<file path="config.mk">
export PLATFORM = sky130hd
export DESIGN_NAME = neural_accel_driver
export DESIGN_NICKNAME = d
export VERILOG_FILES = /design/src/rtl/neural_drv_pkg.sv /design/src/rtl/neural_drv_wbuf.sv /design/src/rtl/neural_accel_driver.sv
export SDC_FILE = /design/constraint.sdc
export NUM_CORES = 1
export LEC_CHECK = 0
export BUFFER_PORTS_ARGS = -buffer_cell sky130_fd_sc_hd__buf_4
export CORE_ASPECT_RATIO = 1.25
export CORE_MARGIN = 2
export CORE_UTILIZATION = 40
export CTS_CLUSTER_SIZE = 24
export DETAILED_ROUTE_END_ITERATION = 16
export PLACE_DENSITY = 0.61
export SYNTH_ARGS = -nofsm -noshare
export SYNTH_HDL_FRONTEND = slang
export SYNTH_SLANG_ARGS = --single-unit
</file>
<file path="constraint.sdc">
create_clock -name i_clk -period 9.71 [get_ports i_clk]
set_input_delay 0.971 -clock i_clk [delete_from_list [all_inputs] [get_ports i_clk]]
set_output_delay 0.971 -clock i_clk [all_outputs]
set_load 0.03 [all_outputs]
</file>
<file path="src/rtl/neural_drv_pkg.sv">
// neural_drv_pkg: shared types and constants for the neural accelerator driver.
//   drv_state_e  - sequencer states (IDLE, START, WAIT, RESP)
//   ACT_*        - activation mode encodings driven on acc_activation_mode
// Optional build macro used by the top: NEURAL_DRV_CHECKSUM_EN.
package neural_drv_pkg;

    typedef enum logic [1:0] {
        IDLE  = 2'd0,
        START = 2'd1,
        WAIT  = 2'd2,
        RESP  = 2'd3
    } drv_state_e;

    localparam logic [1:0] ACT_RELU    = 2'd0;
    localparam logic [1:0] ACT_SIGMOID = 2'd1;
    localparam logic [1:0] ACT_TANH    = 2'd2;
    localparam logic [1:0] ACT_LINEAR  = 2'd3;

endpackage

</file>
<file path="src/rtl/neural_drv_wbuf.sv">
// neural_drv_wbuf: synchronous weight FIFO, fall-through read data.
//   i_clk, i_rst_n      - clock, synchronous active-low reset
//   i_wr_en, i_wr_data  - push (ignored when full)
//   i_rd_en             - pop (ignored when empty)
//   o_rd_data           - head entry, valid whenever !o_empty
//   o_count/full/empty  - occupancy
module neural_drv_wbuf #(
    parameter int DEPTH  = 16,
    parameter int DATA_W = 16
) (
    input  logic                       i_clk,
    input  logic                       i_rst_n,
    input  logic                       i_wr_en,
    input  logic [DATA_W-1:0]          i_wr_data,
    input  logic                       i_rd_en,
    output logic [DATA_W-1:0]          o_rd_data,
    output logic [$clog2(DEPTH):0]     o_count,
    output logic                       o_full,
    output logic                       o_empty
);
    localparam int AW = $clog2(DEPTH);
    localparam int CW = AW + 1;

    logic [DATA_W-1:0] r_mem [DEPTH];
    logic [AW-1:0]     r_wr_ptr;
    logic [AW-1:0]     r_rd_ptr;
    logic [CW-1:0]     r_count;
    logic              w_wr;
    logic              w_rd;

    assign o_full    = (r_count == CW'(DEPTH));
    assign o_empty   = (r_count == '0);
    assign o_count   = r_count;
    assign w_wr      = i_wr_en && !o_full;
    assign w_rd      = i_rd_en && !o_empty;
    assign o_rd_data = r_mem[r_rd_ptr];

    // Storage is not reset; entries are only observed through the pointers.
    always_ff @(posedge i_clk) begin
        if (w_wr) r_mem[r_wr_ptr] <= i_wr_data;
    end

    // Power-of-two depth: pointers wrap by natural overflow.
    always_ff @(posedge i_clk) begin
        if (!i_rst_n) begin
            r_wr_ptr <= '0;
            r_rd_ptr <= '0;
            r_count  <= '0;
        end else begin
            if (w_wr) r_wr_ptr <= r_wr_ptr + 1'b1;
            if (w_rd) r_rd_ptr <= r_rd_ptr + 1'b1;
            case ({w_wr, w_rd})
                2'b10:   r_count <= r_count + 1'b1;
                2'b01:   r_count <= r_count - 1'b1;
                default: ;
            endcase
        end
    end

endmodule

</file>
<file path="src/rtl/neural_accel_driver.sv">
// neural_accel_driver: initiator-side sequencer for the accelerator
// load/compute interface.
//   i_wt_*        - upstream weight words, buffered and streamed out in IDLE
//   i_job_*       - job request (input sample + activation mode)
//   o_acc_*       - drives the accelerator's weight/input/mode/start pins
//   i_acc_*       - accelerator output_data / compute_done
//   o_res_*       - result port (valid/ready), timeout marker with zero data
//   o_busy, o_wbuf_count, o_wt_checksum - status
// Build macro NEURAL_DRV_CHECKSUM_EN enables the running XOR of streamed
// weights on o_wt_checksum; otherwise that port is tied to zero.
module neural_accel_driver
    import neural_drv_pkg::*;
#(
    parameter int WBUF_DEPTH     = 16,
    parameter int TIMEOUT_CYCLES = 4096,
    parameter int DATA_W         = 16
) (
    input  logic                          i_clk,
    input  logic                          i_rst_n,
    input  logic                          i_wt_valid,
    input  logic [DATA_W-1:0]             i_wt_data,
    output logic                          o_wt_ready,
    input  logic                          i_job_valid,
    input  logic [DATA_W-1:0]             i_job_input,
    input  logic [1:0]                    i_job_act,
    output logic                          o_job_ready,
    output logic [DATA_W-1:0]             o_acc_weight_data,
    output logic                          o_acc_weight_load,
    output logic [DATA_W-1:0]             o_acc_input_data,
    output logic [1:0]                    o_acc_activation_mode,
    output logic                          o_acc_compute_start,
    input  logic [DATA_W-1:0]             i_acc_output_data,
    input  logic                          i_acc_compute_done,
    output logic                          o_res_valid,
    output logic [DATA_W-1:0]             o_res_data,
    output logic                          o_res_timeout,
    input  logic                          i_res_ready,
    output logic                          o_busy,
    output logic [$clog2(WBUF_DEPTH):0]   o_wbuf_count,
    output logic [DATA_W-1:0]             o_wt_checksum
);
    localparam int TW = $clog2(TIMEOUT_CYCLES);

    drv_state_e        r_state;
    drv_state_e        w_state_nxt;
    logic [TW-1:0]     r_tcnt;
    logic [TW-1:0]     w_tcnt_nxt;
    logic              w_tmo;
    logic [DATA_W-1:0] r_job_in;
    logic [1:0]        r_job_act;
    logic [DATA_W-1:0] r_res_data;
    logic              r_res_to;
    logic              r_armed;
    logic              w_full;
    logic              w_empty;
    logic [DATA_W-1:0] w_head;
    logic              w_pop;
    logic              w_job_acc;

    neural_drv_wbuf #(
        .DEPTH  (WBUF_DEPTH),
        .DATA_W (DATA_W)
    ) u_wbuf (
        .i_clk     (i_clk),
        .i_rst_n   (i_rst_n),
        .i_wr_en   (i_wt_valid),
        .i_wr_data (i_wt_data),
        .i_rd_en   (w_pop),
        .o_rd_data (w_head),
        .o_count   (o_wbuf_count),
        .o_full    (w_full),
        .o_empty   (w_empty)
    );

    assign o_wt_ready = !w_full;
    assign w_job_acc  = i_job_valid && o_job_ready;
    assign w_tcnt_nxt = r_tcnt + 1'b1;
    // Timeout fires on the cycle the count would reach TIMEOUT_CYCLES-1,
    // so the result appears exactly TIMEOUT_CYCLES cycles after start.
    assign w_tmo      = (w_tcnt_nxt == TW'(TIMEOUT_CYCLES - 1));

    // State register
    always_ff @(posedge i_clk) begin
        if (!i_rst_n) r_state <= IDLE;
        else          r_state <= w_state_nxt;
    end

    // Next state
    always_comb begin
        w_state_nxt = r_state;
        case (r_state)
            IDLE:  if (w_job_acc) w_state_nxt = START;
            START: w_state_nxt = WAIT;
            WAIT:  if (i_acc_compute_done || w_tmo) w_state_nxt = RESP;
            RESP:  if (i_res_ready) w_state_nxt = IDLE;
            default: w_state_nxt = IDLE;
        endcase
    end

    // Outputs. Jobs are only taken with an empty buffer, so a pop and an
    // accept never share a cycle. r_armed keeps job_ready low for the
    // cycle right after reset.
    always_comb begin
        o_busy              = (r_state != IDLE);
        o_res_valid         = (r_state == RESP);
        o_acc_compute_start = (r_state == START);
        o_job_ready         = (r_state == IDLE) && w_empty && r_armed;
        w_pop               = (r_state == IDLE) && !w_empty;
    end

    assign o_acc_weight_load     = w_pop;
    assign o_acc_weight_data     = w_pop ? w_head : '0;
    assign o_acc_input_data      = r_job_in;
    assign o_acc_activation_mode = r_job_act;
    assign o_res_data            = r_res_data;
    assign o_res_timeout         = r_res_to;

    always_ff @(posedge i_clk) begin
        if (!i_rst_n) begin
            r_armed    <= 1'b0;
            r_job_in   <= '0;
            r_job_act  <= '0;
            r_tcnt     <= '0;
            r_res_data <= '0;
            r_res_to   <= 1'b0;
        end else begin
            r_armed <= 1'b1;
            if (w_job_acc) begin
                r_job_in  <= i_job_input;
                r_job_act <= i_job_act;
            end
            case (r_state)
                START: r_tcnt <= '0;
                WAIT: begin
                    r_tcnt <= w_tcnt_nxt;
                    // done has priority over a coincident timeout
                    if (i_acc_compute_done) begin
                        r_res_data <= i_acc_output_data;
                        r_res_to   <= 1'b0;
                    end else if (w_tmo) begin
                        r_res_data <= '0;
                        r_res_to   <= 1'b1;
                    end
                end
                default: ;
            endcase
        end
    end

`ifdef NEURAL_DRV_CHECKSUM_EN
    logic [DATA_W-1:0] r_csum;
    always_ff @(posedge i_clk) begin
        if (!i_rst_n)       r_csum <= '0;
        else if (w_job_acc) r_csum <= '0;
        else if (w_pop)     r_csum <= r_csum ^ w_head;
    end
    assign o_wt_checksum = r_csum;
`else
    assign o_wt_checksum = '0;
`endif

endmodule

</file>
==> metrics.csv, run 1 <==
stage,metric,value,unit
finish,fillers,2692,
drt,DRT iter0 DRCs,660,
sta,final setup fails,0,
clock_network,CTS tree,yes,
finish,final instance area,15500,um^2
min_path,hold endpoint,o_acc_input_data[10]$_SDFFE_PN0P_,
pwr,P_leak,5.21,nW
pwr,Int Power,0.00271,W
grt,total grt overflow,0,
grt,overall routing resource usage,16.9,%
sta,Peak Freq,229,MHz
logic_synthesis,average cell area after synthesis,16.5,um^2
grt,initial antenna violation count,1,
job,max_cap viols,0,
pwr,Net Sw Power,0.00109,W
finish,fin nets,995,
sta,RSZ-0062 raised after global routing,no,
sta,final hold violation count,0,
pwr,pwr/cell area,245,nW/um^2
finish,area grow syn2layout,19.3,%
grt,largest net degree at the start of global routing,65,
sta,period utilisation layout,45.0,%
clock_network,cts bufs inserted,34,
pwr,Gate power share,23.5,%
critical_path,Reg2Reg Depth,11,
sta,Hold WS,0.454,ns
sta,"Slew Viols, Final",0,
critical_path,R2R Path Start,u_wbuf.o_count[0]$_SDFFE_PN0P_,
critical_path,crit path capture type,primary output,
drt,Vias,7249,
logic_synthesis,number of flops mapped to enable cells by yosys,256,
clock_network,clk sinks,323,
drt,final WL,28300,um
clock_network,setup bufs post-CTS,0,
finish,fraction of layout cells with a size suffix above 1,31.6,%
pwr,clock power share,34.1,%
placement,hpwl dp,16600,um
clock_network,post-CTS sizing,0,
logic_synthesis,Synth cell types,49,
critical_path,Critical R2R Capture,u_wbuf.o_count[4]$_SDFFE_PN0P_,
clock_network,clk buf depth,3,
min_path,Hold Path Class,flop to flop,
sta,Rel. slew slack,23.0,%
placement,Buffers on Ports,117,
drt,WL per Instance,20.9,um
drt,Remaining DRCs,0,
pwr,VDD IR max,0.179,mV
die,Initial Utilization,40.8,%
clock_network,"Reg clk slew, reported paths",0.06,ns
die,Die W,165,um
logic_synthesis,ys async rst share,0,%
grt,first-pass GRT wire length,42500,um
placement,placed cell areas,14400,um^2
run_status,status,completed,
critical_path,R2R Setup Slk,6.35,ns
placement,Routability Congestion,0.755,
min_path,Hold Crit Depth,2,
clock_network,Post-CTS Hold Fix Bufs,0,
critical_path,crit-path max FO,43,
finish,Sequential Area,9030,um^2
min_path,hold_sp,o_acc_input_data[10]$_SDFFE_PN0P_,
pwr,Net Sw Frac,28.7,%
critical_path,critical path arrival,3.40,ns
die,Die Ht,206,um
logic_synthesis,synthesized instance count,789,
clock_network,Clock Tree Root,clkbuf_16,
sta,Max Clock Skew,0.0199,ns
pwr,Flop pwr share,42.4,%
logic_synthesis,sequential area share after synthesis,69.4,%
logic_synthesis,Mapped Area,13000,um^2
drt,drt via density,5.34,
sta,Worst-Margin Slew,1.15,ns
critical_path,Crit Path Category,flop to primary output,
sta,final setup TNS,0,ns
logic_synthesis,Synth Warn #,0,
finish,multi-input logic area,3730,um^2
die,number of I/O pins,134,
critical_path,Worst setup SP type,flop,
sta,min Tclk post-route,4.37,ns
clock_network,Worst-Skew Late Latency,0.53,ns
finish,Antenna Cells,0,
die,# rows,73,
grt,vias in the first global route,7207,
logic_synthesis,#FFs+latches synth,323,
drt,DR pass1 iterations,5,
logic_synthesis,Post-synth top flop,edfxtp_1,
die,core area,31900,um^2
clock_network,H-tree Lvls,2,
critical_path,CP required,8.74,ns
die,die area,34000,um^2
drt,post-route ant nets,0,
[cell usage in the layout (no fill, tap or decap), drive strengths merged, types with 17 or more instances in the layout]
cell type,n
edfxtp,256
buf,140
nand2,81
mux4,80
dfxtp,67
a21oi,53
nor2,41
clkbuf,39
nor2b,19
ha,17
[worst max-delay path, cell delays in order, from the launching register on]
cell     delay, ns
dfxtp_4       0.64
buf_4         0.77
mux4_2        0.58
mux4_2        0.53
nor2b_1       0.16
buf_4         0.18
[logic make-up (layout without fill, tap and decap cells)]
group / after synthesis / after routing / synth area share, %
muxes: 82 / 82 / 14.0
buffers and inverters: 74 / 216 / 2.73
other: 1 / 16 / 0.0288
DFF: 323 / 323 / 69.4
adders and majority gates: 18 / 18 / 1.79
and+or+nand+nor: 184 / 184 / 6.62
xor gates and xnor gates: 11 / 11 / 0.741
AOI/OAI and AO/OA: 96 / 96 / 4.64
[power by group through the flow]
stage | logic [W] | registers, W | clock network [W]
floorplan | 0.000599 | 0.00166 | 0
global placement | 0.000900 | 0.00164 | 0
detailed placement | 0.000908 | 0.00164 | 0
CTS | 0.000911 | 0.00161 | 0.00133
global route | 0.000969 | 0.00162 | 0.00138
finish | 0.000893 | 0.00161 | 0.00130
[synthesized netlist by cell type (2+ instances only)]
master,n,share of area (%)
a21boi_0,2,0.12
a21o_1,2,0.12
a21oi_1,53,2.0
a311oi_1,16,1.1
and2_1,3,0.14
and3_1,2,0.096
buf_1,5,0.14
buf_2,11,0.42
buf_4,17,0.98
clkbuf_1,26,0.75
dfxtp_1,67,10
edfxtp_1,256,59
ha_1,17,1.6
inv_1,15,0.43
mux2i_1,2,0.15
mux4_2,80,14
nand2_1,80,2.3
nand2b_1,3,0.14
nand3_1,5,0.19
nand4_1,5,0.24
nor2_1,41,1.2
nor2b_1,19,0.91
nor3_1,10,0.38
nor4_1,4,0.19
o21a_1,3,0.17
o21ai_0,7,0.27
o31ai_1,3,0.17
or3_1,4,0.19
or4_1,2,0.12
xnor2_1,2,0.13
xor2_1,9,0.61
[state kept, by name, summed over array words and instances, names as in the netlist, named ones only]
name and cells:
u_wbuf.r_rd_ptr 4, r_armed 1, o_res_data 16, u_wbuf.r_wr_ptr 4
r_state 2, o_acc_input_data 16, o_acc_activation_mode 2, o_res_timeout 1
u_wbuf.o_count 5, u_wbuf.r_mem 256, r_tcnt 12
[how the worst max path moves through the flow]
stage,startpoint,endpoint,slack (ns),cells after the start
after detailed placement,flop,o_acc_weight_data[3],5.79,5
after floorplan,u_wbuf.o_count[2]$_SDFFE_PN0P_,u_wbuf.o_count[4]$_SDFFE_PN0P_,6.30,10
after global placement,flop,o_acc_weight_data[3],5.81,5
after global routing,flop,o_acc_weight_data[3],5.11,5
after CTS,flop,o_acc_weight_data[3],5.22,5
final,flop,o_acc_weight_data[3],5.34,5
[final cells by class]
cell class | count | area share [%]
sequential | 323 | 58.2
inverter | 15 | 0.363
tap | 412 | 3.32
timing repair buffer | 140 | 6.78
multi-input combinational | 407 | 24.1
clock buffer | 39 | 5.74
clock inverter | 22 | 1.50
[layer usage]
metal  GRT usage [%]  vias to the layer above  part of all wire (%)
met5               0                        -                 0.046
met4            5.12                        2                   2.4
met3            3.02                       59                   6.0
met2            29.3                      250                    51
met1            21.7                     3641                    41
li1                -                     3297                     -
[per-stage QoR]
stage | utilization [%] | cells | worst slack, ns | total power, W
floorplan | - | 804 | 6.30 | 0.00226
global placement | 45.1 | 1297 | 5.81 | 0.00254
detailed placement | 45.1 | 1297 | 5.79 | 0.00255
CTS | 48.7 | 1358 | 5.22 | 0.00386
global route | 48.7 | 1358 | 5.11 | 0.00397
finish | 48.7 | 1358 | 5.34 | 0.00380
Note: power is estimated with default switching activity, not from simulation.
==> inputs of run 2 (changes only) <==
==> constraint.sdc (replaced) <==
create_clock -name i_clk -period 4.5 [get_ports i_clk]
set_input_delay 0.45 -clock i_clk [delete_from_list [all_inputs] [get_ports i_clk]]
set_output_delay 0.45 -clock i_clk [all_outputs]
set_load 0.03 [all_outputs]
==> metrics.csv, run 2 (synthesis gave the netlist of run 1 again) <==
stage,metric,value,unit,change
run_status,status,completed,,
die,core area,31900,um^2,unchanged
critical_path,critical path arrival,3.11,ns,-0.29 ns
clock_network,cts bufs inserted,31,,-8.8%
drt,post-route ant nets,0,,unchanged
finish,max reg flops,256,,unchanged
sta,Final WS setup,0.936,ns,-4.41 ns
sta,min Tclk post-route,3.56,ns,
sta,period utilisation layout,79.2,%,
finish,Top reg by flops,u_wbuf.r_mem,,
sta,Max Clock Skew,0.0238,ns,+0.00394 ns
grt,first-pass GRT wire length,42500,um,about the same
sta,"Slew Viols, Final",0,,unchanged
clock_network,Post-CTS Hold Fix Bufs,0,,unchanged
clock_network,post-CTS sizing,0,,unchanged
placement,hpwl dp,16700,um,+0.62%
clock_network,"Reg clk slew, reported paths",0.06,ns,about the same
finish,fraction of layout cells with a size suffix above 1,31.8,%,+0.21 points
sta,final setup fails,0,,unchanged
finish,fin nets,995,,unchanged
finish,"commonest non-fill, non-tap cells in the layout","edfxtp_1 (256), buf_4 (142), nand2_1 (80), mux4_2 (80), dfxtp_1 (65)",,
clock_network,Worst-Skew Late Latency,0.57,ns,+0.04 ns
grt,largest net degree at the start of global routing,35,,-46%
clock_network,H-tree Lvls,1,,-1
critical_path,Crit Path Category,flop to primary output,,
finish,Antenna Cells,0,,unchanged
clock_network,Clock Tree Root,clkbuf_16,,
grt,vias in the first global route,7240,,+0.46%
die,Die W,165,um,unchanged
drt,drt via density,5.26,,-1.5%
critical_path,crit-path max FO,33,,-23%
die,number of I/O pins,134,,unchanged
pwr,Power Total,0.00793,W,+110%
placement,Routability Congestion,0.768,,+1.8%
sta,Rel. slew slack,44.8,%,+22 points
grt,total grt overflow,0,,unchanged
job,max_cap viols,0,,unchanged
die,die area,34000,um^2,unchanged
finish,area grow syn2layout,18.5,%,
sta,Peak Freq,281,MHz,
clock_network,CTS tree,yes,,
die,Initial Utilization,40.8,%,unchanged
clock_network,setup bufs post-CTS,0,,unchanged
critical_path,CP required,4.05,ns,-4.69 ns
grt,initial antenna violation count,0,,-1
die,# rows,73,,unchanged
critical_path,Worst setup SP type,flop,,
sta,final setup TNS,0,ns,unchanged
drt,Vias,7138,,-1.5%
critical_path,crit path capture type,primary output,,
pwr,VDD IR max,0.408,mV,+130%
sta,final hold violation count,0,,unchanged
grt,overall routing resource usage,16.8,%,-0.14 points
clock_network,clk sinks,323,,unchanged
clock_network,clk buf depth,3,,unchanged
pwr,pwr/cell area,515,nW/um^2,+110%
drt,DRT iter0 DRCs,503,,-24%
die,Die Ht,206,um,unchanged
min_path,Hold Path Class,input port to flop,,
drt,DR pass1 iterations,5,,unchanged
placement,pre-CTS setup slack,1.20,ns,-4.59 ns
sta,Worst-Margin Slew,0.824,ns,-0.330 ns
finish,fillers,2696,,+0.15%
finish,"commonest non-fill, non-tap cell in the layout",edfxtp_1,,
placement,Buffers on Ports,117,,unchanged
pwr,P_leak,5.17,nW,-0.72%
drt,Remaining DRCs,0,,unchanged
drt,final WL,28400,um,+0.34%
drt,WL per Instance,20.9,um,+0.34%
sta,RSZ-0062 raised after global routing,no,,
run 2: power breakdown:
| part | switching [W] | internal, W |
|---|---|---|
| sequential | 0.000134 | 0.00336 |
| clock | 0.00109 | 0.00141 |
| combinational | 0.00110 | 0.000834 |
run 2: layout make-up:
| type | count | area (um^2) | share of cell area, % |
|---|---|---|---|
| well taps | 412 | 515 | 3.35 |
| multi-input cells | 407 | 3730 | 24.2 |
| clock inverters | 15 | 119 | 0.772 |
| clock buffers | 43 | 865 | 5.61 |
| repair buffers | 143 | 1090 | 7.05 |
| flip-flops and latches | 323 | 9030 | 58.6 |
| inverters | 15 | 56.3 | 0.365 |
run 2: worst max-delay path: stages, from the launching register on:
cell,delay (ns)
dfxtp_4,0.83
buf_4,0.35
mux4_2,0.53
mux4_2,0.47
nor2b_1,0.16
buf_4,0.19
run 2: worst paths after layout:
kind / startpoint / endpoint / slack, ns / cells after the start
setup reg to reg: u_wbuf.o_count[2]$_SDFFE_PN0P_ / u_wbuf.o_count[4]$_SDFFE_PN0P_ / 1.22 / 11
setup / recovery: flop / o_acc_weight_data[3] / 0.94 / 5
hold / removal: i_rst_n / r_armed$_DFF_P_ / 0.08 / 1
hold reg to reg: o_acc_input_data[0]$_SDFFE_PN0P_ / o_acc_input_data[0]$_SDFFE_PN0P_ / 0.45 / 2
run 2: through the flow:
stage	cells	area (um^2)	util, %	hold WS (ns)
4_1_cts	1358	15400	48.3	0.0528
5_1_grt	1358	15400	48.3	0.0576
6_report	1358	15400	48.3	0.0849
2_1_floorplan	804	13100	-	0.468
3_5_place_dp	1300	14400	45.2	0.450
3_3_place_gp	1300	14400	45.2	0.443
run 2: per-layer routing:
layer	part of all wire [%]	vias up	wire length, um	track usage (%)
met5	0	-	0	0
met4	1.6	0	464	4.07
met3	6.3	44	1780	3.18
met2	50	211	14100	29.0
met1	42	3600	12100	21.9
li1	-	3283	-	-
